## src/rtl/spi_slave.sv

```systemverilog
// spi_slave: mode-programmable SPI slave with a one-byte transmit buffer and a
// one-byte receive register with unread/overrun flags.
//
// Ports:
//   clk, rst_n        system clock, synchronous active-low reset
//   cpol, cpha        SPI mode, captured only while deselected
//   sck, ss_n, mosi   asynchronous SPI bus inputs (synchronized internally)
//   miso, miso_oe     serial data out (MSB first) and its output enable
//   tx_data, tx_wr    byte to transmit and its write strobe
//   tx_full           transmit buffer holds an unsent byte
//   rx_data, rx_ne    last completed received byte and its unread flag
//   rx_rd             read acknowledge, clears rx_ne and rx_ovr
//   rx_ovr            sticky overrun flag
//   busy              selected and in the middle of a byte
//
// state  | meaning
// IDLE   | synchronized ss_n high, sck edges ignored
// ACTIVE | synchronized ss_n low, bits being exchanged
module spi_slave (
  input  logic       clk,
  input  logic       rst_n,
  input  logic       cpol,
  input  logic       cpha,
  input  logic       sck,
  input  logic       ss_n,
  input  logic       mosi,
  output logic       miso,
  output logic       miso_oe,
  input  logic [7:0] tx_data,
  input  logic       tx_wr,
  output logic       tx_full,
  output logic [7:0] rx_data,
  output logic       rx_ne,
  input  logic       rx_rd,
  output logic       rx_ovr,
  output logic       busy
);

  typedef enum logic {ST_IDLE, ST_ACTIVE} state_e;

  state_e     state_q, state_d;
  logic       sck_s1_q, sck_s2_q, sck_prev_q;
  logic       ss_s1_q, ss_s2_q;
  logic       mosi_s1_q, mosi_s2_q;
  logic       cpol_q, cpol_d, cpha_q, cpha_d;
  logic [2:0] bit_cnt_q, bit_cnt_d;
  logic [7:0] rx_sr_q, rx_sr_d;
  logic [7:0] tx_sr_q, tx_sr_d;
  logic [7:0] tx_buf_q, tx_buf_d;
  logic [7:0] rx_data_q, rx_data_d;
  logic       tx_full_q, tx_full_d;
  logic       rx_ne_q, rx_ne_d;
  logic       rx_ovr_q, rx_ovr_d;

  logic       sck_rise, sck_fall, lead_e, trail_e, sample_e, shift_e;
  logic       load, done;

  always_ff @(posedge clk) begin
    if (!rst_n) begin
      sck_s1_q   <= 1'b0;
      sck_s2_q   <= 1'b0;
      sck_prev_q <= 1'b0;
      ss_s1_q    <= 1'b1;
      ss_s2_q    <= 1'b1;
      mosi_s1_q  <= 1'b0;
      mosi_s2_q  <= 1'b0;
    end else begin
      sck_s1_q   <= sck;
      sck_s2_q   <= sck_s1_q;
      sck_prev_q <= sck_s2_q;
      ss_s1_q    <= ss_n;
      ss_s2_q    <= ss_s1_q;
      mosi_s1_q  <= mosi;
      mosi_s2_q  <= mosi_s1_q;
    end
  end

  assign sck_rise = sck_s2_q & ~sck_prev_q;
  assign sck_fall = ~sck_s2_q & sck_prev_q;
  assign lead_e   = cpol_q ? sck_fall : sck_rise;
  assign trail_e  = cpol_q ? sck_rise : sck_fall;
  assign sample_e = cpha_q ? trail_e : lead_e;
  assign shift_e  = cpha_q ? lead_e : trail_e;

  always_comb begin
    state_d   = state_q;
    cpol_d    = cpol_q;
    cpha_d    = cpha_q;
    bit_cnt_d = bit_cnt_q;
    rx_sr_d   = rx_sr_q;
    tx_sr_d   = tx_sr_q;
    tx_buf_d  = tx_buf_q;
    tx_full_d = tx_full_q;
    rx_data_d = rx_data_q;
    rx_ne_d   = rx_ne_q;
    rx_ovr_d  = rx_ovr_q;
    load      = 1'b0;
    done      = 1'b0;

    case (state_q)
      ST_IDLE: begin
        // mode follows the pins only while deselected
        cpol_d = cpol;
        cpha_d = cpha;
        if (!ss_s2_q) begin
          state_d   = ST_ACTIVE;
          bit_cnt_d = 3'd0;
          load      = 1'b1;
        end
      end
      default: begin
        if (ss_s2_q) begin
          // deselect drops any partial byte; edges in this cycle are ignored
          state_d   = ST_IDLE;
          bit_cnt_d = 3'd0;
        end else begin
          if (sample_e) begin
            rx_sr_d   = {rx_sr_q[6:0], mosi_s2_q};
            bit_cnt_d = bit_cnt_q + 3'd1;
            done      = (bit_cnt_q == 3'd7);
          end
          if (shift_e) begin
            if (bit_cnt_q == 3'd0) load = 1'b1;
            else tx_sr_d = {tx_sr_q[6:0], 1'b0};
          end
        end
      end
    endcase

    if (rx_rd) begin
      rx_ne_d  = 1'b0;
      rx_ovr_d = 1'b0;
    end
    if (done) begin
      rx_data_d = rx_sr_d;
      rx_ne_d   = 1'b1;
      if (rx_ne_q && !rx_rd) rx_ovr_d = 1'b1;
    end

    // write is judged against the old tx_full, so a write coinciding with a
    // load from a full buffer is dropped while the buffer empties
    if (tx_wr && !tx_full_q) begin
      tx_buf_d  = tx_data;
      tx_full_d = 1'b1;
    end
    if (load) begin
      if (tx_full_q) begin
        tx_sr_d   = tx_buf_q;
        tx_full_d = 1'b0;
      end else begin
        tx_sr_d = 8'h00;
      end
    end
  end

  always_ff @(posedge clk) begin
    if (!rst_n) begin
      state_q   <= ST_IDLE;
      cpol_q    <= 1'b0;
      cpha_q    <= 1'b0;
      bit_cnt_q <= 3'd0;
      rx_sr_q   <= 8'h00;
      tx_sr_q   <= 8'h00;
      tx_buf_q  <= 8'h00;
      tx_full_q <= 1'b0;
      rx_data_q <= 8'h00;
      rx_ne_q   <= 1'b0;
      rx_ovr_q  <= 1'b0;
    end else begin
      state_q   <= state_d;
      cpol_q    <= cpol_d;
      cpha_q    <= cpha_d;
      bit_cnt_q <= bit_cnt_d;
      rx_sr_q   <= rx_sr_d;
      tx_sr_q   <= tx_sr_d;
      tx_buf_q  <= tx_buf_d;
      tx_full_q <= tx_full_d;
      rx_data_q <= rx_data_d;
      rx_ne_q   <= rx_ne_d;
      rx_ovr_q  <= rx_ovr_d;
    end
  end

  assign miso    = (state_q == ST_ACTIVE) & tx_sr_q[7];
  assign miso_oe = (state_q == ST_ACTIVE);
  assign busy    = (state_q == ST_ACTIVE) && (bit_cnt_q != 3'd0);
  assign tx_full = tx_full_q;
  assign rx_data = rx_data_q;
  assign rx_ne   = rx_ne_q;
  assign rx_ovr  = rx_ovr_q;

endmodule

```

## config.mk

```make
export PLATFORM = sky130hd
export DESIGN_NAME = spi_slave
export DESIGN_NICKNAME = d
export VERILOG_FILES = /design/src/rtl/spi_slave.sv
export SDC_FILE = /design/constraint.sdc
export NUM_CORES = 1
export LEC_CHECK = 0
export ABC_CLOCK_PERIOD_IN_PS = 2000
export CORE_MARGIN = 3
export CORE_UTILIZATION = 52
export CTS_BUF_LIST = sky130_fd_sc_hd__clkbuf_8 sky130_fd_sc_hd__clkbuf_16
export CTS_CLUSTER_DIAMETER = 150
export DETAILED_ROUTE_END_ITERATION = 8
export PLACE_DENSITY = 0.78
export SLEW_MARGIN = 20
export SYNTH_ARGS = -nofsm -noshare
export SYNTH_HDL_FRONTEND = slang
export SYNTH_SLANG_ARGS = --single-unit
```

## constraint.sdc

```tcl
create_clock -name clk -period 2 [get_ports clk]
set_clock_uncertainty 0.15 [all_clocks]
set_input_delay 0.4 -clock clk [delete_from_list [all_inputs] [get_ports clk]]
set_output_delay 0.4 -clock clk [all_outputs]
set_load 0.02 [all_outputs]
```

==> run_results.csv <==
group,metric,value,unit
logic_synthesis,synth_top_area_share,48.2,%
placed_design,dpl-instance-area,0.00231,mm2
final_layout,diodes,0,
timing,post-route-period-util,92.3,%
final_layout,n_fill_cell,293,
timing,final-hold-violation-count,0,
worst_setup_path,cp-endpoint,"miso_oe",
worst_hold_path,hold_path_class,"reg2reg",
logic_synthesis,synth.net_count,238,
logic_synthesis,synth_ff_type,"dfxtp_1",
placed_design,place.gp.congestion,0.817,
floorplanning,start_util,56.3,%
placed_design,dp_slack,72.4,ps
job,maxCapViolCount,0,
timing,tightest_slew,408,ps
routing,drc,0,
cts,h-tree-depth,2,
worst_setup_path,end_kind,"output pin",
routing,wirelength,3560,um
worst_setup_path,r2r_setup_slack,270,ps
final_layout,drive_gt1_share,10.3,%
timing,timing.hold.ws,261,ps
cts,cts_hold_buf,0,
floorplanning,num_rows,21,
final_layout,area.sequential,941,um2
cts,clockBufferDepth,2,
timing,timing.fmax,542,MHz
final_layout,layout_common_cells,"dfxtp_1 (47), a21oi_1 (31), nand2_1 (27), clkdlybuf4s50_1 (27), nor2_1 (13)",
placed_design,dpl.hpwl,2570,um
routing,wire_per_inst,11.9,um
timing,rsz0062_at_grt,"false",
run_status,status,"finished, final reports clean",
timing,slew_headroom,72.7,%
timing,fin_tns_setup,0,ps
pwr,leakagePower,0.884,nW
cts,post_cts_buffers,0,
final_layout,stdcell_area,0.00239,mm2
worst_hold_path,whs_path_depth,1,
global_route,grt-ovfl-total,0,
logic_synthesis,netlist_area,0.00195,mm2
logic_synthesis,synth_top_cell_by_area,"dfxtp_1",
pwr,power_per_cell_area,686,mW/mm2
logic_synthesis,yosys_register_bits,47,
worst_setup_path,crit_path_start,"miso_oe",
worst_setup_path,required,1450,ps
logic_synthesis,yosys_warnings,0,
worst_setup_path,reg2reg_to,"tx_sr_q[6]",
final_layout,final_common_cell,"dfxtp_1",
final_layout,multi_input_area,906,um2
worst_setup_path,reg2regPathDepth,4,
cts,cts_root_buf,"clkbuf_8",
timing,min_period,1850,ps
global_route,grt_pass1_wl,6340,um
final_layout,nNetsFinal,272,
floorplanning,die_area,0.00452,mm2
worst_setup_path,cp.arrival,1300,ps
logic_synthesis,seq_area_frac_synth,48.2,%
global_route,grt_usage,18.0,%
worst_setup_path,criticalPathCategory,"reg2out",
floorplanning,die_w,67.3,um
final_layout,fin_cells,299,
logic_synthesis,syn_avg_cell_area,8.95,um2
cts,cts_resized,3,
floorplanning,die_h,67.3,um
worst_setup_path,cp-start-kind,"flip-flop",
cts,numCtsBuffers,5,
routing,vias,1586,
cts,path_clk_slew,80,ps
worst_setup_path,reg2reg_from,"miso_oe",
cts,clkLatencyLatePin,290,ps
placed_design,dp_cells,291,
logic_synthesis,synth_cell_types,31,
global_route,antenna_found_initial,0,
pwr,power.total,1.64,mW
routing,via_per_inst,5.30,
global_route,first_global_vias,1500,
floorplanning,coreArea,0.00347,mm2
worst_setup_path,crit_fanout,15,
timing,fin_ws,154,ps
timing,setup_viol,0,
routing,drtIter0Drc,119,
logic_synthesis,synthTopCellsByArea,"dfxtp_1 (48%), a21oi_1 (7.9%), mux2i_1 (6.2%)",
floorplanning,ioPinCount,31,
routing,antenna_left,0,
final_layout,syn2layout_area_growth,22.3,%
final_layout,fin_util,68.8,%
logic_synthesis,syn_inst,218,
logic_synthesis,async_flop_share,0,%
timing,maxSlewViolCount,0,
routing,drt-pass1-iter-count,4,
cts,tritoncts,"built",
global_route,grt_max_degree,28,
cts,cts_sinks,47,
pwr,vdd_drop_max,0.453,mV
logic_synthesis,synth_edf_count,0,
placed_design,io_buffers,30,
## cell type report
type	instances	area share (%)
tap	46	2.41
clock buffer	5	2.88
clock inverter	3	0.524
timing repair buffer	42	16.0
inverter	5	0.786
multi-input combinational	151	37.9
sequential	47	39.4
## logic make-up (layout without fill, tap and decap cells)
logic type,count (synthesis),count (layout),share of synthesized area [%]
AO/OA/AOI/OAI,62,62,18.3
AND/OR/NAND/NOR,71,71,17.8
adder cells (fa/ha/maj),3,3,1.92
XOR/XNOR,1,1,0.834
multiplexers,14,14,7.63
buffers and inverters,20,55,5.38
flip-flops,47,47,48.2
## Yosys cell counts, types with 2 or more instances
cell type / count
buf_2: 3
and4bb_2: 2
and2_1: 7
clkbuf_1: 7
nor2_1: 13
ha_1: 3
a21oi_1: 31
buf_6: 3
nor2b_1: 4
a211oi_1: 7
mux2i_1: 12
inv_1: 4
o21ai_0: 10
dfxtp_1: 47
nand2_1: 27
nand3_1: 10
nand2b_1: 4
a31oi_1: 11
## metal layers
| layer | part of all wire, % | GRT usage (%) | wire, um |
|---|---|---|---|
| met1 | 47 | 23.0 | 1680 |
| met2 | 48 | 30.1 | 1720 |
| met3 | 3.9 | 4.49 | 140 |
| met4 | 0.53 | 5.32 | 19 |
| met5 | 0 | 0 | 0 |
## how the worst min path moves through the flow
stage                       start      end  slack, ps
after global routing      ss_s1_q  ss_s2_q        300
after CTS                 ss_s1_q  ss_s2_q        270
after detailed placement  ss_s1_q  ss_s2_q        250
after floorplan           ss_s1_q  ss_s2_q        240
after global placement    ss_s1_q  ss_s2_q        240
final                     ss_s1_q  ss_s2_q        260
## where the power goes
group / total (mW) / leakage (nW) / switching [mW] / internal [mW]
combinational: 0.141 / 0.451 / 0.0651 / 0.0761
clock: 0.517 / 0.0505 / 0.282 / 0.235
sequential: 0.980 / 0.383 / 0.0174 / 0.963
## registers in the layout (all words and copies together), names as in the netlist
name / cells
bit_cnt_q: 3
cpha_q: 1
cpol_q: 1
miso_oe: 1
mosi_s1_q: 1
mosi_s2_q: 1
rx_data: 8
rx_ne: 1
rx_ovr: 1
rx_sr_q: 7
sck_prev_q: 1
sck_s1_q: 1
sck_s2_q: 1
ss_s1_q: 1
ss_s2_q: 1
tx_buf_q: 8
tx_full: 1
tx_sr_q: 8
## critical path, stage by stage, from the launching register on
cell and delay [ps]:
dfxtp_1 420, buf_4 240, dlygate4sd2_1 360
(Power assumes the default switching activity.)
